File: src/rtl/clock_set_ctrl.sv
// clock_set_ctrl: time-setting sequencer for the digital clock.
// Walks RUN -> SET_HR -> SET_MIN -> RUN on mode presses, issues one-cycle
// hour/minute increment strobes, drives run enable and a field blink phase,
// and drops back to RUN after an idle timeout in a set state.
// Build option: define CLOCK_SET_AUTOREPEAT_EN to add hold-to-repeat strobes.
module clock_set_ctrl #(
    parameter int unsigned LONG_CYCLES    = 50000000,
    parameter int unsigned REPEAT_CYCLES  = 12500000,
    parameter int unsigned TIMEOUT_CYCLES = 500000000,
    parameter int unsigned BLINK_CYCLES   = 25000000,
    parameter int unsigned CW             = 32
) (
    input  logic       clk,
    input  logic       rst,
    input  logic       btn_mode,
    input  logic       btn_inc,
    output logic [1:0] mode,
    output logic       run_en,
    output logic       inc_hr,
    output logic       inc_min,
    output logic       blink
);

    typedef enum logic [1:0] {
        ST_RUN     = 2'd0,
        ST_SET_HR  = 2'd1,
        ST_SET_MIN = 2'd2
    } state_t;

    state_t          r_state;
    state_t          w_state_nxt;
    logic            r_prev_mode;
    logic            r_prev_inc;
    logic            w_rise_mode;
    logic            w_rise_inc;
    logic            w_set;
    logic            w_rep;
    logic            w_strobe;
    logic            w_timeout;
    logic [CW-1:0]   r_to_cnt;
    logic [CW-1:0]   r_blink_cnt;
    logic [CW-1:0]   w_to_nxt;
    logic [CW-1:0]   w_blink_cnt_nxt;
    logic            w_blink_nxt;
    logic            w_inc_hr_nxt;
    logic            w_inc_min_nxt;
    logic            r_inc_hr;
    logic            r_inc_min;
    logic            r_blink;
    logic            r_run_en;

    // Every cycle count must be representable in the CW-bit counters.
    if ($clog2(LONG_CYCLES + 1) > CW || $clog2(REPEAT_CYCLES + 1) > CW ||
        $clog2(TIMEOUT_CYCLES + 1) > CW || $clog2(BLINK_CYCLES + 1) > CW) begin : g_cw_check
        $error("clock_set_ctrl: CW too narrow for cycle parameters");
    end

    assign w_rise_mode = btn_mode & ~r_prev_mode;
    assign w_rise_inc  = btn_inc & ~r_prev_inc;
    assign w_set       = (r_state != ST_RUN);

`ifdef CLOCK_SET_AUTOREPEAT_EN
    logic [CW-1:0] r_hold_cnt;
    logic [CW-1:0] w_hold_inc;
    logic          r_hold_rep;

    assign w_hold_inc = r_hold_cnt + CW'(1);
    // r_hold_rep selects the repeat interval once the first long-hold strobe has fired
    assign w_rep = w_set & ~w_rise_mode & btn_inc & r_prev_inc &
                   (w_hold_inc == (r_hold_rep ? CW'(REPEAT_CYCLES) : CW'(LONG_CYCLES)));

    // Hold counter: counts held cycles in set states, reloads after each repeat strobe
    always_ff @(posedge clk) begin
        if (rst || !w_set || w_rise_mode || w_timeout || !btn_inc || w_rise_inc) begin
            r_hold_cnt <= '0;
            r_hold_rep <= 1'b0;
        end else if (w_rep) begin
            r_hold_cnt <= '0;
            r_hold_rep <= 1'b1;
        end else begin
            r_hold_cnt <= w_hold_inc;
        end
    end
`else
    assign w_rep = 1'b0;
`endif

    assign w_strobe  = w_set & ~w_rise_mode & (w_rise_inc | w_rep);
    assign w_timeout = w_set & ~w_rise_mode & ~w_strobe &
                       (r_to_cnt == CW'(TIMEOUT_CYCLES - 1));

    // State register plus button history
    always_ff @(posedge clk) begin
        if (rst) begin
            r_state     <= ST_RUN;
            r_prev_mode <= 1'b0;
            r_prev_inc  <= 1'b0;
        end else begin
            r_state     <= w_state_nxt;
            r_prev_mode <= btn_mode;
            r_prev_inc  <= btn_inc;
        end
    end

    // Next state: mode press advances, idle timeout returns to RUN
    always_comb begin
        w_state_nxt = r_state;
        if (w_rise_mode) begin
            case (r_state)
                ST_RUN:    w_state_nxt = ST_SET_HR;
                ST_SET_HR: w_state_nxt = ST_SET_MIN;
                default:   w_state_nxt = ST_RUN;
            endcase
        end else if (w_timeout) begin
            w_state_nxt = ST_RUN;
        end
    end

    // Output and counter next values derived from the current transition
    always_comb begin
        w_inc_hr_nxt    = w_strobe & (r_state == ST_SET_HR);
        w_inc_min_nxt   = w_strobe & (r_state == ST_SET_MIN);
        w_to_nxt        = '0;
        w_blink_cnt_nxt = '0;
        w_blink_nxt     = 1'b0;
        if (w_state_nxt == ST_RUN) begin
            w_blink_nxt = 1'b0;
        end else if (w_state_nxt != r_state || w_strobe) begin
            w_blink_nxt = 1'b1;
        end else begin
            w_to_nxt = r_to_cnt + CW'(1);
            if (r_blink_cnt == CW'(BLINK_CYCLES - 1)) begin
                w_blink_nxt = ~r_blink;
            end else begin
                w_blink_cnt_nxt = r_blink_cnt + CW'(1);
                w_blink_nxt     = r_blink;
            end
        end
    end

    // Registered outputs and timeout/blink counters
    always_ff @(posedge clk) begin
        if (rst) begin
            r_to_cnt    <= '0;
            r_blink_cnt <= '0;
            r_blink     <= 1'b0;
            r_inc_hr    <= 1'b0;
            r_inc_min   <= 1'b0;
            r_run_en    <= 1'b1;
        end else begin
            r_to_cnt    <= w_to_nxt;
            r_blink_cnt <= w_blink_cnt_nxt;
            r_blink     <= w_blink_nxt;
            r_inc_hr    <= w_inc_hr_nxt;
            r_inc_min   <= w_inc_min_nxt;
            r_run_en    <= (w_state_nxt == ST_RUN);
        end
    end

    assign mode    = r_state;
    assign run_en  = r_run_en;
    assign inc_hr  = r_inc_hr;
    assign inc_min = r_inc_min;
    assign blink   = r_blink;

endmodule

File: config.mk
export PLATFORM = sky130hd
export DESIGN_NAME = clock_set_ctrl
export DESIGN_NICKNAME = d
export VERILOG_FILES = /design/src/rtl/clock_set_ctrl.sv
export SDC_FILE = /design/constraint.sdc
export NUM_CORES = 1
export LEC_CHECK = 0
export CORE_MARGIN = 4
export CORE_UTILIZATION = 50
export CTS_CLUSTER_SIZE = 25
export DETAILED_ROUTE_END_ITERATION = 6
export PLACE_DENSITY = 0.74
export SYNTH_ARGS = -nofsm -noshare
export SYNTH_HDL_FRONTEND = slang
export SYNTH_SLANG_ARGS = --single-unit
File: constraint.sdc
create_clock -name clk -period 3.5 [get_ports clk]
set_clock_uncertainty 0.2 [all_clocks]
set_input_delay 1.05 -clock clk [delete_from_list [all_inputs] [get_ports clk]]
set_output_delay 1.05 -clock clk [all_outputs]
set_load 0.02 [all_outputs]
Word-level counts from Yosys, hierarchy flattened
Index checks and enable logic that the tools add are counted.
{ "totals": {"reg_bits": 72, "latchBits": 0, "ram_bits": 0, "mem_bits_ro": 0, "inputBits": 4, "output_inout_bits": 6, "word_cells": 42, "n_memories": 0} }
{ "op_classes": {"n_addsub": 2, "mul": 0, "n_div": 0, "n_lt_le_gt_ge": 0, "n_eq_ne": 5, "shift": 0, "n_mux": 5, "bitwise": 13, "reduce_logical": 8} }
{ "ops": {"columns": ["op", "count"], "rows": [
  ["adder 32 x 1 -> 32 bit (second input constant)", 2],
  ["== test 32 x 25 -> 1 bit (second input constant)", 1],
  ["== test 32 x 29 -> 1 bit (second input constant)", 1],
  ["bitwise AND 1 bit", 8],
  ["NOT 1 bit", 5],
  ["zero test 2 bit", 2],
  ["2-to-1 mux 2 bit", 2],
  ["one-hot mux 2 bit (2 select lines)", 1],
  ["nonzero test 2 bit", 2],
  ["OR reduction 4 bit", 1],
  ["OR reduction 3 bit", 1],
  ["== test 2 x 1 -> 1 bit (second input constant)", 1],
  ["== test 2 bit (second input constant)", 1],
  ["2-to-1 mux 1 bit", 2],
  ["inequality test 2 bit", 1],
  ["OR reduction 2 bit", 1],
  ["logical OR 1 bit", 1]
]} }

Logic depth before layout (Yosys ltp)
Gate-level depths: netlist of run 1.
{ "logic_depth": {"ltp_word": 13, "ltp_mapped": 8, "depth_no_buf": 7} }

Worst setup path before layout of run 1
OpenSTA, ideal clock, no wires.
{ "synth_path": {"path_type": "input to register", "from": "input btn_mode", "to": "register r_to_cnt[23]", "arrival_time_ns": 2.266, "path_slack_ns": 0.907, "cell_stages": 7, "n_path_buf": 1, "cell_sequence": "nor2b_1 > nor4_1 > and3_1 > and3_1 > nand2b_1 > clkbuf_1 > nor2_1"} }
{ "synth_between": {"elab_chain_len": 12, "elab_cells_between_ends": 13} }
{ "synth_lines": {"columns": ["item", "line", "rtl"], "rows": [
  ["from (decl)", "15", "input logic btn_mode,"],
  ["bitwise AND 1 bit *", "58", "assign w_rise_mode = btn_mode & ~r_prev_mode;"],
  ["NOT 1 bit", "88, 89", null],
  ["bitwise AND 1 bit", "88, 89", null],
  ["bitwise AND 1 bit", "88", "assign w_strobe = w_set & ~w_rise_mode & (w_rise_inc | w_rep);"],
  ["NOT 1 bit", "89", "assign w_timeout = w_set & ~w_rise_mode & ~w_strobe &"],
  ["bitwise AND 1 bit (2 in a row)", "89", null],
  ["2-to-1 mux 2 bit", "114", "end else if (w_timeout) begin"],
  ["2-to-1 mux 2 bit", "108", "if (w_rise_mode) begin"],
  ["inequality test 2 bit", "128", "end else if (w_state_nxt != r_state || w_strobe) begin"],
  ["logical OR 1 bit", "128", null],
  ["OR reduction 3 bit (no source line) *", null, null],
  ["to (signal assigned)", "151", "r_to_cnt <= w_to_nxt;"],
  ["to (decl)", "40", "logic [CW-1:0] r_to_cnt;"]
]} }
Every way passes the cells marked *; elsewhere a longest branch is shown, timed or not.
A chain may end at the register's enable or synchronous reset.

Worst setup path in the final report of run 1
{ "layout_path": {"from": "input btn_mode", "to": "register r_blink_cnt[0]"} }
{ "layout_between": {"elab_chain_len": 12, "elab_cells_between_ends": 13} }
{ "layout_lines": {"columns": ["item", "line", "rtl"], "rows": [
  ["bitwise AND 1 bit *", "58", null],
  ["NOT 1 bit", "88, 89", null],
  ["bitwise AND 1 bit", "88, 89", null],
  ["bitwise AND 1 bit", "88", null],
  ["NOT 1 bit", "89", null],
  ["bitwise AND 1 bit (2 in a row)", "89", null],
  ["2-to-1 mux 2 bit", "114", null],
  ["2-to-1 mux 2 bit", "108", null],
  ["inequality test 2 bit", "128", null],
  ["logical OR 1 bit", "128", null],
  ["OR reduction 4 bit (no source line) *", null, null],
  ["to (signal assigned)", "152", "r_blink_cnt <= w_blink_cnt_nxt;"],
  ["to (decl)", "41", "logic [CW-1:0] r_blink_cnt;"]
]} }
Marked as above.

==> impl_metrics.tcl, run 1 <==
set metrics [dict create \
    synthCells 373 \
    rows 28 \
    synth_ff_type "dfxtp_1" \
    drt_iter0_markers 123 \
    first_pass_iters 4 \
    route.detailed.drc 0 \
    gp_congestion 0.777 \
    max_freq_mhz 341 \
    cp-start-kind "primary input" \
    grt_pass1_vias 2354 \
    syn2layout_area_growth_pct 11.6 \
    synth_most_common_cell "nor2_1" \
    critPathKind "in2reg" \
    port_buffers 9 \
    cts_num_sinks 72 \
    die_height_um 87.9 \
    cts-hold-fix-buffers 0 \
    crit_arrival_ns 2.99 \
    start_util_pct 52.7 \
    rsz0062_at_grt "false" \
    worstPathCellList "clkdlybuf4s50_1, nor2b_1, nor4_1, and3_1, and3_1, or3b_1, buf_4, nor2_1" \
    hold_violations 0 \
    cts_tree "done" \
    fillCellCount 545 \
    setup_tns_ns 0 \
    cts_setup_buffers 0 \
    h-tree-depth 3 \
    syn_area_um2 3190 \
    clk_pin_slew_ns 0.08 \
    cts-resized-gates 0 \
    r2r_slack_ns 1.03 \
    final_nets 394 \
    synth_top_cell_by_area "dfxtp_1" \
    cpMostUsedCell "and3_1" \
    min_to "r_to_cnt[0]" \
    synth-seq-cells 72 \
    slowest_stage "clkdlybuf4s50_1" \
    grt-ovfl-total 0 \
    maxCapViolations 0 \
    vias 2447 \
    min_period_ns 2.93 \
    cts_root_buffer "clkbuf_8" \
    avgViaCountPerCell 5.23 \
    diodes 0 \
    synth.distinct_cells 33 \
    synth_edf_count 0 \
    hp-start "r_to_cnt[0]" \
    reg2reg_depth 7 \
    worst_setup_path_end_kind "flop" \
    clockBufferDepth 2 \
    cts_buffers 9 \
    ios 10 \
    ys_seq_area_share_pct 45.2 \
    die_area_um2 7730 \
    setup_viol 0 \
    slowest_delay_ns 0.46 \
    ys_warn_count 0 \
    worstHoldPathType "reg2reg" \
    drive_above_1_share_pct 6.36 \
    syn-num-nets 379 \
    crit_fanout 32 \
    instances_no_fill 468 \
    dp_cells 452 \
    power.density_nw_per_um2 443 \
    rr_startpoint "r_blink_cnt[0]" \
    slew_headroom_pct 45.4 \
    async_reset_ff_share_pct 0 \
    grt_util_all_layers_pct 16.4 \
    synth.top_cell.area_share_pct 45.2 \
    finalCritPeriodShare_pct 83.7 \
    antenna_found_initial 0 \
    die_w_um 87.9 \
    clk_latency_ns 0.34 \
    status "complete, no violations" \
    synth_area_leaders "dfxtp_1 45%, nor2_1 10%, xor2_1 8.8%" \
    p_leak_nw 1.08 \
    ys_top_cells_by_count "88 x nor2_1, 72 x dfxtp_1, 32 x xor2_1, 27 x nand2_1, 27 x xnor2_1" \
    finalMaxSlewViolations 0 \
    avgSynthCellArea_um2 8.56 \
    hold_depth 1 \
    worst_slew_pin_slew_ns 0.811 \
    peakVddDrop_v 0.000317 \
    fp.coreArea_um2 6060 \
    postRouteAntennaNets 0 \
    cp_data_required_time_ns 3.56 \
    reg2reg_to "r_blink_cnt[0]" \
    routed_wirelength_um 5670 \
    grt_pass1_wl_um 10100 \
    routedWlPerCell_um 12.1 \
    grt_start_max_net_pins 33 \
    dpl.hpwl_um 3850 \
]
==> worst max-delay path by stage <==
stage                         from              end  depth (start not counted)
final                     btn_mode   r_blink_cnt[0]                          8
after global routing      btn_mode  r_blink_cnt[24]                          8
after CTS                 btn_mode   r_blink_cnt[0]                          8
after detailed placement  btn_mode  r_blink_cnt[24]                          8
after global placement    btn_mode  r_blink_cnt[23]                          8
after floorplan           btn_mode     r_to_cnt[23]                          7
==> per-stage QoR <==
| step | power, mW | util, % | hold WS, ns | setup slack [ns] | area (um^2) |
|---|---|---|---|---|---|
| global route | 1.64 | 58.8 | 0.310 | 0.475 | 3560 |
| global placement | 0.890 | 55.3 | 0.254 | 0.337 | 3350 |
| floorplan | 0.875 | - | 0.237 | 0.907 | 3190 |
| detailed placement | 0.891 | 55.3 | 0.263 | 0.238 | 3350 |
| CTS | 1.59 | 58.8 | 0.282 | 0.581 | 3560 |
| finish | 1.58 | 58.8 | 0.275 | 0.570 | 3560 |
==> report_power, final <==
group          switching (mW)  leakage, nW  internal [mW]
logic                  0.0237        0.392         0.0193
registers             0.00477        0.581          0.824
clock network           0.305        0.104          0.402
==> state kept, by name, indices dropped and copies added (netlist names) <==
name         count
blink            1
inc_hr           1
inc_min          1
mode             2
r_blink_cnt     32
r_prev_inc       1
r_prev_mode      1
r_to_cnt        32
run_en           1
==> cells by family after synthesis <==
family | synth area share (%)
flip-flops | 45.2
XOR/XNOR | 16.2
buffers and inverters | 3.17
adder cells (fa/ha/maj) | 0.784
AND/OR/NAND/NOR | 33.2
AO/OA/AOI/OAI | 1.45
==> cell type report <==
cell class | instances | area (um^2) | area share, %
clock inverters | 5 | 81.3 | 2.28
inverters | 11 | 41.3 | 1.16
flip-flops and latches | 72 | 1440 | 40.4
well taps | 75 | 93.8 | 2.63
clock buffers | 11 | 131 | 3.69
multi-input cells | 282 | 1650 | 46.3
repair buffers | 12 | 125 | 3.51
==> metal layers <==
layer | vias to the layer above | GRT usage (%) | part of all wire (%)
met5 | - | 0 | 0
met4 | 0 | 8.65 | 1.9
met3 | 12 | 3.29 | 3.3
met2 | 32 | 25.1 | 43
met1 | 1127 | 21.7 | 52
li1 | 1276 | - | -
==> worst max-delay path, delay by kind of cell <==
family | cells | cell delay (ns)
AND/OR/NAND/NOR | 6 | 1.22
buffers and inverters | 2 | 0.70
==> placed cells by master, fill, tap and decap left out, drive strengths merged <==
cell type / Yosys / layout
xnor2: 27 / 27
clkdlybuf4s50: 0 / 9
nor4: 11 / 11
nand3: 27 / 27
nand2: 27 / 27
xor2: 32 / 32
nand3b: 1 / 1
inv: 11 / 11
and2: 2 / 2
nor2: 88 / 88
clkinv: 0 / 2
nand4: 15 / 15
and4: 1 / 1
dfxtp: 72 / 72
or2: 1 / 1
nor3: 13 / 13
o21ai: 2 / 2
or3: 4 / 4
a2111o: 1 / 1
nor2b: 3 / 3
a21oi: 5 / 5
and3: 8 / 8
bufinv: 0 / 2
nor4b: 2 / 2
nand2b: 4 / 4
clkinvlp: 0 / 1
or3b: 3 / 3
ha: 2 / 2
or4: 3 / 3
clkbuf: 4 / 11
buf: 4 / 3
No activity file was read; power rests on OpenSTA's default activity.
==> run 2, diff against run 1 <==
==> constraint.sdc (replaced) <==
create_clock -name clk -period 2.8 [get_ports clk]
set_clock_uncertainty 0.2 [all_clocks]
set_input_delay 0.84 -clock clk [delete_from_list [all_inputs] [get_ports clk]]
set_output_delay 0.84 -clock clk [all_outputs]
set_load 0.02 [all_outputs]
==> run 2 against run 1 <==
  * Critical path depth did not move
  * Combinational power is 34% higher
  * Total power is 19% higher
  * Via count up 0.37%
  * Final area rose by 0.63%
  * Die area did not move
  * Clock-buffer cell count fell by 2
  * Worst hold slack improved by 0.0052 ns
  * Routed wire length decreased by 2.5%
==> impl_metrics.tcl, run 2 (same netlist as run 1, synthesis figures left out) <==
set metrics [dict create \
    finalMaxSlewViolations 0 \
    avgViaCountPerCell 5.20 \
    start_util_pct 52.7 \
    gp_congestion 0.775 \
    routedWlPerCell_um 11.7 \
    finalPower_mw 1.88 \
    finalCritPeriodShare_pct 93.7 \
    pwr-share-comb_pct 3.0 \
    worstHoldPathType "reg2reg" \
    crit_arrival_ns 2.70 \
    grt_pass1_wl_um 9840 \
    rows 28 \
    p_leak_nw 1.10 \
    layout.cells.most_common_list "88 x nor2_1, 72 x dfxtp_1, 32 x xor2_1" \
    dp_cells 457 \
    rsz0062_at_grt "false" \
    postRouteAntennaNets 0 \
    antenna_found_initial 0 \
    grt_util_all_layers_pct 16.1 \
    final_common_cell "nor2_1" \
    drive_above_1_share_pct 7.81 \
    worst_slew_pin_slew_ns 0.454 \
    cts-resized-gates 0 \
    route.detailed.drc 0 \
    slowest_delay_ns 0.46 \
    pwr-share-clk_pct 41.8 \
    die_area_um2 7730 \
    grt-ovfl-total 0 \
    whs_ns 0.280 \
    clk_pin_slew_ns 0.07 \
    die_w_um 87.9 \
    final_nets 399 \
    p_int_mw 1.46 \
    min_period_ns 2.62 \
    routed_wirelength_um 5530 \
    worst_setup_path_end_kind "flop" \
    seqPwrFrac_pct 55.1 \
    p_sw_mw 0.419 \
    worstPathCellList "clkdlybuf4s50_1, nor2b_1, nor4_1, and3_1, and3_1, or3b_1, buf_12, nor2_1" \
    max_freq_mhz 381 \
    cp_data_required_time_ns 2.87 \
    dpl_cell_area_um2 3400 \
    cts_num_sinks 72 \
    h-tree-depth 3 \
    drt_iter0_markers 109 \
    port_buffers 9 \
    peakVddDrop_v 0.000318 \
    diodes 0 \
    first_pass_iters 4 \
    place_ws_ns -0.158 \
    ios 10 \
    clk_latency_ns 0.35 \
    cts_root_buffer "clkbuf_8" \
    cts-hold-fix-buffers 0 \
    cts_tree "done" \
    power.density_nw_per_um2 524 \
    postLayoutCoreUtil_pct 59.2 \
    setup_viol 0 \
    dpl.hpwl_um 3910 \
    syn2layout_area_growth_pct 12.3 \
    cp-start-kind "primary input" \
    slew_headroom_pct 69.5 \
    cts_buffers 9 \
    maxCapViolations 0 \
    layout_setup_ws_ns 0.177 \
    hold_violations 0 \
    vias 2456 \
    switching_share_pct 22.3 \
    critPathKind "in2reg" \
    status "complete, no violations" \
    instances_no_fill 472 \
    crit_fanout 32 \
    grt_pass1_vias 2341 \
    clockBufferDepth 2 \
    cts_setup_buffers 0 \
    die_height_um 87.9 \
    cpMostUsedCell "and3_1" \
    fin_area_um2 3590 \
    setup_tns_ns 0 \
    fp.coreArea_um2 6060 \
    slowest_stage "clkdlybuf4s50_1" \
    grt_start_max_net_pins 33 \
]
## run 2: cell count changes in the layout (fill, tap and decap cells not counted)
cell,before,now
bufinv_16,2,1
clkbuf_1,2,0
buf_12,1,2
clkinv_2,1,3
buf_4,2,6
## run 2: per-layer routing
| metal | part of all wire, % | GRT usage, % | vias up | wire (um) |
|---|---|---|---|---|
| met4 | 1.9 | 7.11 | 0 | 106 |
| met1 | 50 | 19.7 | 1124 | 2780 |
| met5 | 0 | 0 | - | 0 |
| li1 | - | - | 1293 | - |
| met3 | 4.1 | 4.80 | 11 | 229 |
| met2 | 44 | 26.2 | 28 | 2410 |
## run 2: area by class of cell
| type | instances | area [um^2] |
|---|---|---|
| clock buffers | 9 | 124 |
| flip-flops and latches | 72 | 1440 |
| fillers | 525 | 2470 |
| repair buffers | 17 | 175 |
| multi-input cells | 282 | 1650 |
| inverters | 11 | 41.3 |
| well taps | 75 | 93.8 |
| clock inverters | 6 | 61.3 |
## run 2: critical path, delay by kind of cell
kind	cells	cell delay, ns
buffers and inverters	2	0.65
AND/OR/NAND/NOR	6	1.20
## run 2: power groups by stage
stage	clock (mW)	combinational (mW)	sequential, mW
final	0.787	0.0573	1.04
after global routing	0.858	0.0625	1.04
after global placement	0	0.0570	1.06
after CTS	0.807	0.0580	1.04
after detailed placement	0	0.0577	1.06
after floorplan	0	0.0286	1.06
## run 2: worst paths after layout
check | start | to | slack, ns | cells past startpoint
setup / recovery | btn_mode | r_blink_cnt[15] | 0.18 | 8
hold / removal | r_to_cnt[0] | r_to_cnt[0] | 0.28 | 1
setup reg to reg | r_blink_cnt[0] | r_blink_cnt[15] | 0.49 | 7
hold reg to reg | r_to_cnt[0] | r_to_cnt[0] | 0.28 | 1
==> run 3, diff against run 2 <==
--- a/config.mk
+++ b/config.mk
@@ -5,6 +5,7 @@
 export SDC_FILE = /design/constraint.sdc
 export NUM_CORES = 1
 export LEC_CHECK = 0
+export CAP_MARGIN = 20
 export CORE_MARGIN = 4
 export CORE_UTILIZATION = 50
 export CTS_CLUSTER_SIZE = 25
==> results of run 3 <==
Same layout as run 2: the final DEF is identical, and so are final timing and power.
